==> src/rtl/pu_div_iter.sv <==
// pu_div_iter: iterative restoring divider on the PU bus. It produces a signed or unsigned
// quotient and remainder at BITS_PER_CYCLE quotient bits per cycle and flags invalid results.
module pu_div_iter #(
  parameter int DATA_WIDTH     = 32,
  parameter int ATTR_WIDTH     = 4,
  parameter int INVALID        = 0,
  parameter int SIGNED         = 1,
  parameter int BITS_PER_CYCLE = 1
) (
  input  logic                  clk,
  input  logic                  rst,
  input  logic                  signal_wr,
  input  logic                  signal_wr_sel,
  input  logic [DATA_WIDTH-1:0] data_in,
  input  logic [ATTR_WIDTH-1:0] attr_in,
  input  logic                  signal_oe,
  input  logic                  signal_oe_sel,
  output logic [DATA_WIDTH-1:0] data_out,
  output logic [ATTR_WIDTH-1:0] attr_out,
  output logic                  busy
);
  localparam int W     = DATA_WIDTH;
  localparam int STEPS = W / BITS_PER_CYCLE;
  localparam int CW    = $clog2(STEPS + 1);
  typedef enum logic [1:0] {IDLE, LOAD, CALC, DONE} state_t;
  state_t         state_q, state_d;
  logic           start_q, start_d;
  logic [W-1:0]   num_q, num_d, den_q, den_d;
  logic           num_inv_q, num_inv_d, den_inv_q, den_inv_d;
  logic [W-1:0]   quo_q, quo_d, rem_q, rem_d, dvs_q, dvs_d;
  logic           neg_q_q, neg_q_d, neg_r_q, neg_r_d, inv_q, inv_d;
  logic [CW-1:0]  cnt_q, cnt_d;
  logic [W-1:0]   q_res_q, q_res_d, r_res_q, r_res_d;
  logic           inv_res_q, inv_res_d;
  logic           sn, sd, min_ovf;
  logic [W-1:0]   mag_n, mag_d, q, r;
  logic [W:0]     rr, diff;
  logic           unused_attr;
  assign unused_attr = ^attr_in;
  always_comb begin
    state_d   = state_q;
    start_d   = 1'b0;
    num_d     = num_q;
    num_inv_d = num_inv_q;
    den_d     = den_q;
    den_inv_d = den_inv_q;
    quo_d     = quo_q;
    rem_d     = rem_q;
    dvs_d     = dvs_q;
    neg_q_d   = neg_q_q;
    neg_r_d   = neg_r_q;
    inv_d     = inv_q;
    cnt_d     = cnt_q;
    q_res_d   = q_res_q;
    r_res_d   = r_res_q;
    inv_res_d = inv_res_q;
    sn        = (SIGNED != 0) && num_q[W-1];
    sd        = (SIGNED != 0) && den_q[W-1];
    mag_n     = sn ? -num_q : num_q;
    mag_d     = sd ? -den_q : den_q;
    min_ovf   = (SIGNED != 0) && (num_q == {1'b1, {(W-1){1'b0}}}) && (&den_q);
    q         = quo_q;
    r         = rem_q;
    rr        = '0;
    diff      = '0;
    // a borrow out of the trial subtraction means the divisor did not fit: restore
    for (int i = 0; i < BITS_PER_CYCLE; i++) begin
      rr   = {r, q[W-1]};
      diff = rr - {1'b0, dvs_q};
      r    = diff[W] ? rr[W-1:0] : diff[W-1:0];
      q    = {q[W-2:0], ~diff[W]};
    end
    if (signal_wr && !signal_wr_sel) begin
      num_d     = data_in;
      num_inv_d = attr_in[INVALID];
    end
    if (signal_wr && signal_wr_sel) begin
      den_d     = data_in;
      den_inv_d = attr_in[INVALID];
      start_d   = 1'b1;
    end
    unique case (state_q)
      LOAD: begin
        quo_d   = mag_n;
        rem_d   = '0;
        dvs_d   = mag_d;
        neg_q_d = sn ^ sd;
        neg_r_d = sn;
        inv_d   = num_inv_q | den_inv_q;
        cnt_d   = '0;
        state_d = CALC;
        if (den_q == '0 || min_ovf) begin
          quo_d   = den_q == '0 ? '1 : num_q;
          rem_d   = den_q == '0 ? num_q : '0;
          neg_q_d = 1'b0;
          neg_r_d = 1'b0;
          inv_d   = 1'b1;
          state_d = DONE;
        end
      end
      CALC: begin
        quo_d   = q;
        rem_d   = r;
        cnt_d   = cnt_q + 1'b1;
        state_d = cnt_q == CW'(STEPS - 1) ? DONE : CALC;
      end
      DONE: begin
        q_res_d   = neg_q_q ? -quo_q : quo_q;
        r_res_d   = neg_r_q ? -rem_q : rem_q;
        inv_res_d = inv_q;
        state_d   = IDLE;
      end
      default: ;
    endcase
    // a new denominator kills whatever is running; the following edge enters LOAD
    if (signal_wr && signal_wr_sel) state_d = IDLE;
    else if (start_q) state_d = LOAD;
  end
  always_ff @(posedge clk or negedge rst) begin
    if (!rst) begin
      state_q   <= IDLE;
      start_q   <= 1'b0;
      num_q     <= '0;
      num_inv_q <= 1'b0;
      den_q     <= '0;
      den_inv_q <= 1'b0;
      quo_q     <= '0;
      rem_q     <= '0;
      dvs_q     <= '0;
      neg_q_q   <= 1'b0;
      neg_r_q   <= 1'b0;
      inv_q     <= 1'b0;
      cnt_q     <= '0;
      q_res_q   <= '0;
      r_res_q   <= '0;
      inv_res_q <= 1'b0;
    end else begin
      state_q   <= state_d;
      start_q   <= start_d;
      num_q     <= num_d;
      num_inv_q <= num_inv_d;
      den_q     <= den_d;
      den_inv_q <= den_inv_d;
      quo_q     <= quo_d;
      rem_q     <= rem_d;
      dvs_q     <= dvs_d;
      neg_q_q   <= neg_q_d;
      neg_r_q   <= neg_r_d;
      inv_q     <= inv_d;
      cnt_q     <= cnt_d;
      q_res_q   <= q_res_d;
      r_res_q   <= r_res_d;
      inv_res_q <= inv_res_d;
    end
  end
  always_comb begin
    busy              = start_q || state_q == LOAD || state_q == CALC;
    data_out          = signal_oe ? (signal_oe_sel ? q_res_q : r_res_q) : '0;
    attr_out          = '0;
    attr_out[INVALID] = signal_oe & inv_res_q;
  end
endmodule

==> config.mk <==
export PLATFORM = sky130hd
export DESIGN_NAME = pu_div_iter
export DESIGN_NICKNAME = d
export VERILOG_FILES = /design/src/rtl/pu_div_iter.sv
export SDC_FILE = /design/constraint.sdc
export NUM_CORES = 1
export LEC_CHECK = 0
export BUFFER_PORTS_ARGS = -buffer_cell sky130_fd_sc_hd__buf_2
export CORE_MARGIN = 4
export CORE_UTILIZATION = 67
export CTS_CLUSTER_DIAMETER = 200
export DETAILED_ROUTE_END_ITERATION = 10
export PLACE_DENSITY = 0.84
export SYNTH_ARGS = -nofsm -noshare
export SYNTH_HDL_FRONTEND = slang
export SYNTH_SLANG_ARGS = --single-unit
==> constraint.sdc <==
create_clock -name clk -period 8.03 [get_ports clk]
set_input_delay 1.606 -clock clk [delete_from_list [all_inputs] [get_ports clk]]
set_output_delay 1.606 -clock clk [all_outputs]
set_load 0.02 [all_outputs]
==> results_dict.tcl, run 1 <==
set metrics [dict create \
    crit_chain "buf_2, mux2i_1, nor2b_1, buf_2" \
    numCtsBuffers 26 \
    cts.clk_slew.worst_paths_ns 0.06 \
    p_sw_frac 0.412 \
    drv_slew 0 \
    worst-slew-pin-transition_ns 1.05 \
    reg2reg_from "quo_q[31]" \
    row_count 53 \
    clk_latency_ns 0.53 \
    dieWidth_um 155 \
    drt_first_iter_violations 913 \
    final_cell_area_um2 15900 \
    startpoint "signal_oe_sel" \
    drive_gt1_frac 0.144 \
    routabilityCongestion 0.894 \
    cts_sinks 239 \
    ys_types 68 \
    placed_cell_area_um2 15000 \
    netlist_area_um2 14500 \
    instances_no_fill 1855 \
    first_pass_iters 5 \
    htreeDepth 1 \
    yosys_warnings 0 \
    switchingPower_mw 2.33 \
    synth_enable_flop_cells 0 \
    fin_skew_ns 0.0199 \
    seqPwrFrac 0.355 \
    ys_seq_area_frac 0.411 \
    antenna_cells 0 \
    fin_crit_ns 4.53 \
    dp_cells 1808 \
    netlist_instances 1544 \
    drc_errors 0 \
    core_um2 21200 \
    die_h_um 155 \
    p_int_mw 3.32 \
    criticalPathCategory "input pin to output pin" \
    final_antenna_net_count 0 \
    start_util 0.685 \
    crit_arrival_ns 2.93 \
    hold_violations 0 \
    grtUsageTotal 0.299 \
    rsz0062_at_grt "no" \
    grt_pass1_wl_mm 59.0 \
    period_share 0.564 \
    fin_setup_tns_ns 0 \
    post_cts_resized 0 \
    relSlewSlack 0.296 \
    antenna_found_initial 0 \
    die-area_um2 24100 \
    post_drt_wl_per_cell_um 19.3 \
    ys.flop_type "dfrtp_1" \
    clock.fmax_mhz 221 \
    area_growth_pct 9.32 \
    cap_violations 0 \
    cts_tree "done" \
    end_kind "output pin" \
    holdCritStartpoint "quo_q[10]" \
    routed_via_density 6.31 \
    synth-seq-cells 239 \
    pwr-share-clk 0.225 \
    crit_slowest_cell "buf_2" \
    post_cts_buffers 0 \
    overflow 0 \
    routed-via-count 11700 \
    critPathMaxFanout 32 \
    ys_async_sr_fraction 1.00 \
    clockBufferDepth 3 \
    grt_start_max_net_pins 111 \
    start_kind "input pin" \
    finalNetCount 1645 \
    cts_root_buf "clkbuf_16" \
    powerDensity_nw_per_um2 355 \
    p_leak_nw 7.17 \
    hold_path_class "flip-flop to flip-flop" \
    pwr-share-comb 0.419 \
    wl_mm 35.7 \
    ir_drop_mv 0.244 \
    grt_pass1_vias 11100 \
    hpwl_mm 25.9 \
    critPathRequiredTime_ns 6.42 \
    path_common_cell "buf_2" \
    setup_violations 0 \
    portBuffers 72 \
    cpPeakStageDelay_ns 0.72 \
    status "complete, no violations" \
    synth_area_per_cell_um2 9.42 \
    hold_buffers 0 \
    io-pin-count 79 \
]
-- cells by family after synthesis --
| logic type | Yosys count | synth area share |
|---|---|---|
| simple gates | 389 | 0.134 |
| mux | 135 | 0.0996 |
| xor+xnor | 148 | 0.0891 |
| buf+inv | 176 | 0.0488 |
| other cells | 1 | 0.000258 |
| flops | 239 | 0.411 |
| compound gates | 414 | 0.181 |
| fa+ha+maj | 42 | 0.0366 |
-- worst paths after layout --
path / to / slack (ns) / cells past startpoint
worst max-delay path: data_out[0] / 3.50 / 4
max in group asynchronous: den_q[16] / 5.46 / 2
worst min register to register: quo_q[10] / 0.48 / 1
worst min-delay path: quo_q[10] / 0.48 / 1
min in group asynchronous: r_res_q[2] / 1.09 / 1
worst max register to register: rem_q[3] / 3.58 / 14
-- power by group through the flow --
stage / combinational (mW) / sequential (mW) / clock, mW
2_1_floorplan: 1.86 / 1.86 / 0
3_3_place_gp: 2.25 / 1.98 / 0
3_5_place_dp: 2.32 / 2.01 / 0
4_1_cts: 2.35 / 2.00 / 1.29
5_1_grt: 2.64 / 2.06 / 1.35
6_report: 2.37 / 2.01 / 1.27
-- metrics by stage --
step | setup slack [ns] | util | hold slack (ns) | power, mW
2_1_floorplan | 3.69 | - | 0.450 | 3.72
3_3_place_gp | 3.53 | 0.706 | 0.459 | 4.23
3_5_place_dp | 3.49 | 0.706 | 0.466 | 4.34
4_1_cts | 3.48 | 0.749 | 0.480 | 5.64
5_1_grt | 3.23 | 0.749 | 0.510 | 6.05
6_report | 3.50 | 0.749 | 0.479 | 5.65
-- synth_stat cells (4+ instances only) --
master,count,share of area
a21o_1,42,0.022
xnor2_1,52,0.031
a221oi_1,32,0.019
nor2_1,121,0.031
nor3_1,20,0.0069
nand3_1,26,0.0089
a22oi_1,22,0.011
nand4_1,19,0.0082
nand2_1,87,0.022
dfrtp_1,239,0.41
nor2b_1,41,0.018
or4_4,4,0.0031
a31oi_1,5,0.0022
o31ai_1,35,0.018
o21ai_1,12,0.0041
nor4_1,13,0.0056
mux2_2,78,0.060
inv_1,79,0.020
o21ai_0,88,0.030
o41ai_1,15,0.0090
or4_1,12,0.0062
buf_1,12,0.0031
nand2b_1,8,0.0034
mux2i_1,57,0.039
a21oi_1,130,0.045
clkbuf_1,70,0.018
ha_1,41,0.035
or3_1,18,0.0077
buf_6,4,0.0031
buf_2,6,0.0021
xor2_1,96,0.058
-- flip-flops by register name, summed over array words and instances, names as in the netlist --
signal,count
den_q,32
r_res_q,32
neg_r_q,1
num_inv_q,1
start_q,1
cnt_q,6
q_res_q,32
rem_q,32
quo_q,32
num_q,32
state_q,2
den_inv_q,1
inv_q,1
dvs_q,32
inv_res_q,1
neg_q_q,1
-- routing by layer --
layer / track usage / vias to the layer above / routed length (µm)
li1: - / 5557 / -
met1: 0.446 / 5667 / 16200
met2: 0.456 / 406 / 16100
met3: 0.0495 / 72 / 2530
met4: 0.0855 / 0 / 932
met5: 0 / - / 0
-- critical path: cells and delay by family --
family	cells	cell delay, ns
buf+inv	2	0.88
mux	1	0.35
simple gates	1	0.07
-- cell usage in the layout, fill, tap and decap left out, drive strengths merged, types with 5 or more instances in the layout --
cell type  synthesis  final
nor2b             41     41
nand4             19     19
nand3             26     26
nand2b             8      8
a221oi            32     32
mux2i             57     57
ha                41     41
o31ai             35     35
xor2              96     96
buf               25     82
a21oi            130    130
o21ai            100    100
nor4              13     13
clkbuf            70     33
or4               16     16
inv               80     81
a31oi              5      5
nand2             87     87
a21o              42     42
dfrtp            239    239
nor3              23     23
o41ai             15     15
a22oi             22     22
nor2             122    122
clkinv             1      6
mux2              78     78
or3               20     20
xnor2             52     52
-- final cells by class --
| class | count | area, µm² |
|---|---|---|
| multi-input cells | 1131 | 7900 |
| flip-flops and latches | 239 | 5980 |
| fillers | 1547 | 5320 |
| clock buffers | 33 | 738 |
| repair buffers | 82 | 445 |
| well taps | 275 | 344 |
| inverters | 81 | 304 |
| clock inverters | 14 | 188 |
Power figures use the tool's default switching activity.
==> run 2: changes to the inputs <==
ABC_AREA = 1   (was not set)
CORE_UTILIZATION = 57   (was 67)
PLACE_DENSITY = 0.76   (was 0.84)
clock period = 3.9 ns   (was 8.03 ns; I/O delays follow)
==> run 2 against run 1 <==
Net effect: global-route usage is 2.7 points higher; die area is 29% higher; clock power is 110% higher; via count is 34% higher; hold slack worse by 0.20 ns; largest power group unchanged.
==> results_dict.tcl, run 2 <==
set metrics [dict create \
    status "complete, no violations" \
    end_kind "flip-flop" \
    grt_start_max_net_pins 96 \
    io-pin-count 79 \
    yosys_warnings 0 \
    portBuffers 72 \
    fin_crit_ns 3.09 \
    setup_violations 0 \
    area_growth_pct 8.99 \
    dieWidth_um 177 \
    path_common_cell "nand2_2" \
    routabilityCongestion 0.995 \
    row_count 61 \
    start_util 0.580 \
    muxShareOfSynthArea 0 \
    finalNetCount 2453 \
    worst-slew-pin-transition_ns 1.06 \
    final_antenna_net_count 0 \
    fin_setup_tns_ns 0 \
    yosys.area_share.adder 0.0329 \
    final_common_cell "nand2_1" \
    cts_sinks 239 \
    seq_area_um2 5980 \
    reg2reg_from "quo_q[31]" \
    period_share 0.792 \
    post_cts_resized 0 \
    synth-compound-area-share 0.146 \
    path_depth 17 \
    grt_pass1_wl_mm 80.7 \
    criticalPathCategory "flip-flop to flip-flop" \
    rsz0062_at_grt "no" \
    core_um2 27900 \
    cap_violations 0 \
    layout_common_cells "nand2_1, inv_1, o21ai_0" \
    routed_via_density 5.68 \
    multi_input_area_um2 8730 \
    routed-via-count 15700 \
    first_pass_iters 6 \
    synth_enable_flop_cells 0 \
    hpwl_mm 38.5 \
    antenna_cells 0 \
    grt_pass1_vias 14600 \
    fin_skew_ns 0.0125 \
    post-synth-top-count-cell "nand2_1" \
    synth_top_family_by_area "simple AND/OR/NAND/NOR gates" \
    p_leak_nw 8.93 \
    synth_top_area_share 0.369 \
    nFillCells 2648 \
    netlist_instances 2349 \
    synthTopCellsByArea "dfrtp_1, nand2_1, o21ai_0" \
    synth-xor-area-share 0.0536 \
    netlist_area_um2 16200 \
    ys_types 55 \
    wl_mm 50.9 \
    die_h_um 177 \
    clock.fmax_mhz 324 \
    overflow 0 \
    critPathRequiredTime_ns 4.33 \
    ys_seq_area_frac 0.369 \
    hold_buffers 0 \
    grtUsageTotal 0.326 \
    yosys-top-cells-count "nand2_1, inv_1, nor2_1, o21ai_0, dfrtp_1" \
    clockBufferDepth 3 \
    drt_first_iter_violations 1678 \
    synth_area_per_cell_um2 6.89 \
    synth-seq-cells 239 \
    hold_path_class "input pin to async pin" \
    drv_slew 0 \
    reg2reg_depth 17 \
    total_power_mw 14.2 \
    ir_drop_mv 0.435 \
    synthSimpleGateAreaFrac 0.305 \
    hold_violations 0 \
    critPathMaxFanout 39 \
    final_cell_area_um2 17600 \
    crit_arrival_ns 3.52 \
    cts.clk_slew.worst_paths_ns 0.06 \
    final_core_util 0.632 \
    cts_root_buf "clkbuf_16" \
    drive_gt1_frac 0.0888 \
    cpPeakStageDelay_ns 0.57 \
    antenna_found_initial 1 \
    numCtsBuffers 27 \
    crit_slowest_cell "nand2_2" \
    post_cts_buffers 0 \
    cpLargestDelayFamily "simple AND/OR/NAND/NOR gates" \
    post_drt_wl_per_cell_um 18.4 \
    htreeDepth 1 \
    die-area_um2 31200 \
    crit_buf_inv 2 \
    placed_cell_area_um2 16700 \
    cts_tree "done" \
    clk_latency_ns 0.55 \
    synth_top_area_cell "dfrtp_1" \
    relSlewSlack 0.294 \
    ys.flop_type "dfrtp_1" \
    crit_chain "inv_1, ha_1, fa_1, inv_1, nand3_1, nand2_1, nand2_1, nand2_2, nand2_1, nand2_2, nand2_2, nand2_2, nand2_2, nand2_2, nand3_1, nand2_1, nand3_1" \
    startpoint "quo_q[31]" \
    powerDensity_nw_per_um2 803 \
    ys_async_sr_fraction 1.00 \
    start_kind "flip-flop" \
    drc_errors 0 \
]
==> run 2: cell types whose count changed in the layout (fill, tap and decap cells not counted), moves of 40 or more <==
cell / previous run / this run
mux2_2: 78 / 0
o21ai_0: 88 / 245
mux2i_1: 57 / 0
nand2_1: 87 / 623
nand3_1: 26 / 163
nor2_1: 121 / 243
nor2b_1: 40 / 0
a21oi_1: 130 / 81
inv_1: 79 / 256
==> run 2: cell families (layout without fill, tap and decap cells) <==
family / after synthesis / in the layout
adders and majority gates: 42 / 42
xor gates and xnor gates: 99 / 99
and+or+nand+nor: 1156 / 1156
buffers and inverters: 375 / 411
DFF: 239 / 239
other: 1 / 3
AOI/OAI and AO/OA: 437 / 437
==> run 2: cell type report <==
| type | count | share of cell area |
|---|---|---|
| clock buffers | 39 | 0.0459 |
| clock inverters | 8 | 0.00553 |
| inverters | 275 | 0.0586 |
| multi-input cells | 1737 | 0.495 |
| flip-flops and latches | 239 | 0.339 |
| well taps | 378 | 0.0268 |
| repair buffers | 89 | 0.0296 |
==> run 2: worst paths after layout <==
kind	endpoint	slack, ns
max in group asynchronous	cnt_q[1]	2.74
worst min-delay path	rem_q[28]	0.28
worst max-delay path	rem_q[30]	0.81
worst min register to register	state_q[1]	0.44
min in group clk	state_q[1]	0.44
worst max register to register	rem_q[30]	0.81
==> run 2: layer usage <==
| metal | track usage | share of wire | vias to the layer above |
|---|---|---|---|
| li1 | - | - | 7613 |
| met1 | 0.476 | 0.44 | 7354 |
| met2 | 0.505 | 0.44 | 626 |
| met3 | 0.0448 | 0.080 | 113 |
| met4 | 0.106 | 0.037 | 2 |
| met5 | 0 | 0.00031 | - |
==> run 2: through the flow <==
step                      setup slack [ns]  std cells  hold WS, ns
final                                0.812       2765        0.278
after detailed placement             0.857       2718        0.440
after floorplan                       1.44       2351        0.417
after global routing                 0.525       2765        0.340
after global placement               0.900       2718        0.430
after CTS                            0.850       2765        0.300
==> run 2: power by group <==
group / switching (mW) / internal [mW] / total (mW)
Clock: 1.04 / 1.56 / 2.61
Sequential: 0.918 / 3.31 / 4.23
Combinational: 4.95 / 2.39 / 7.33
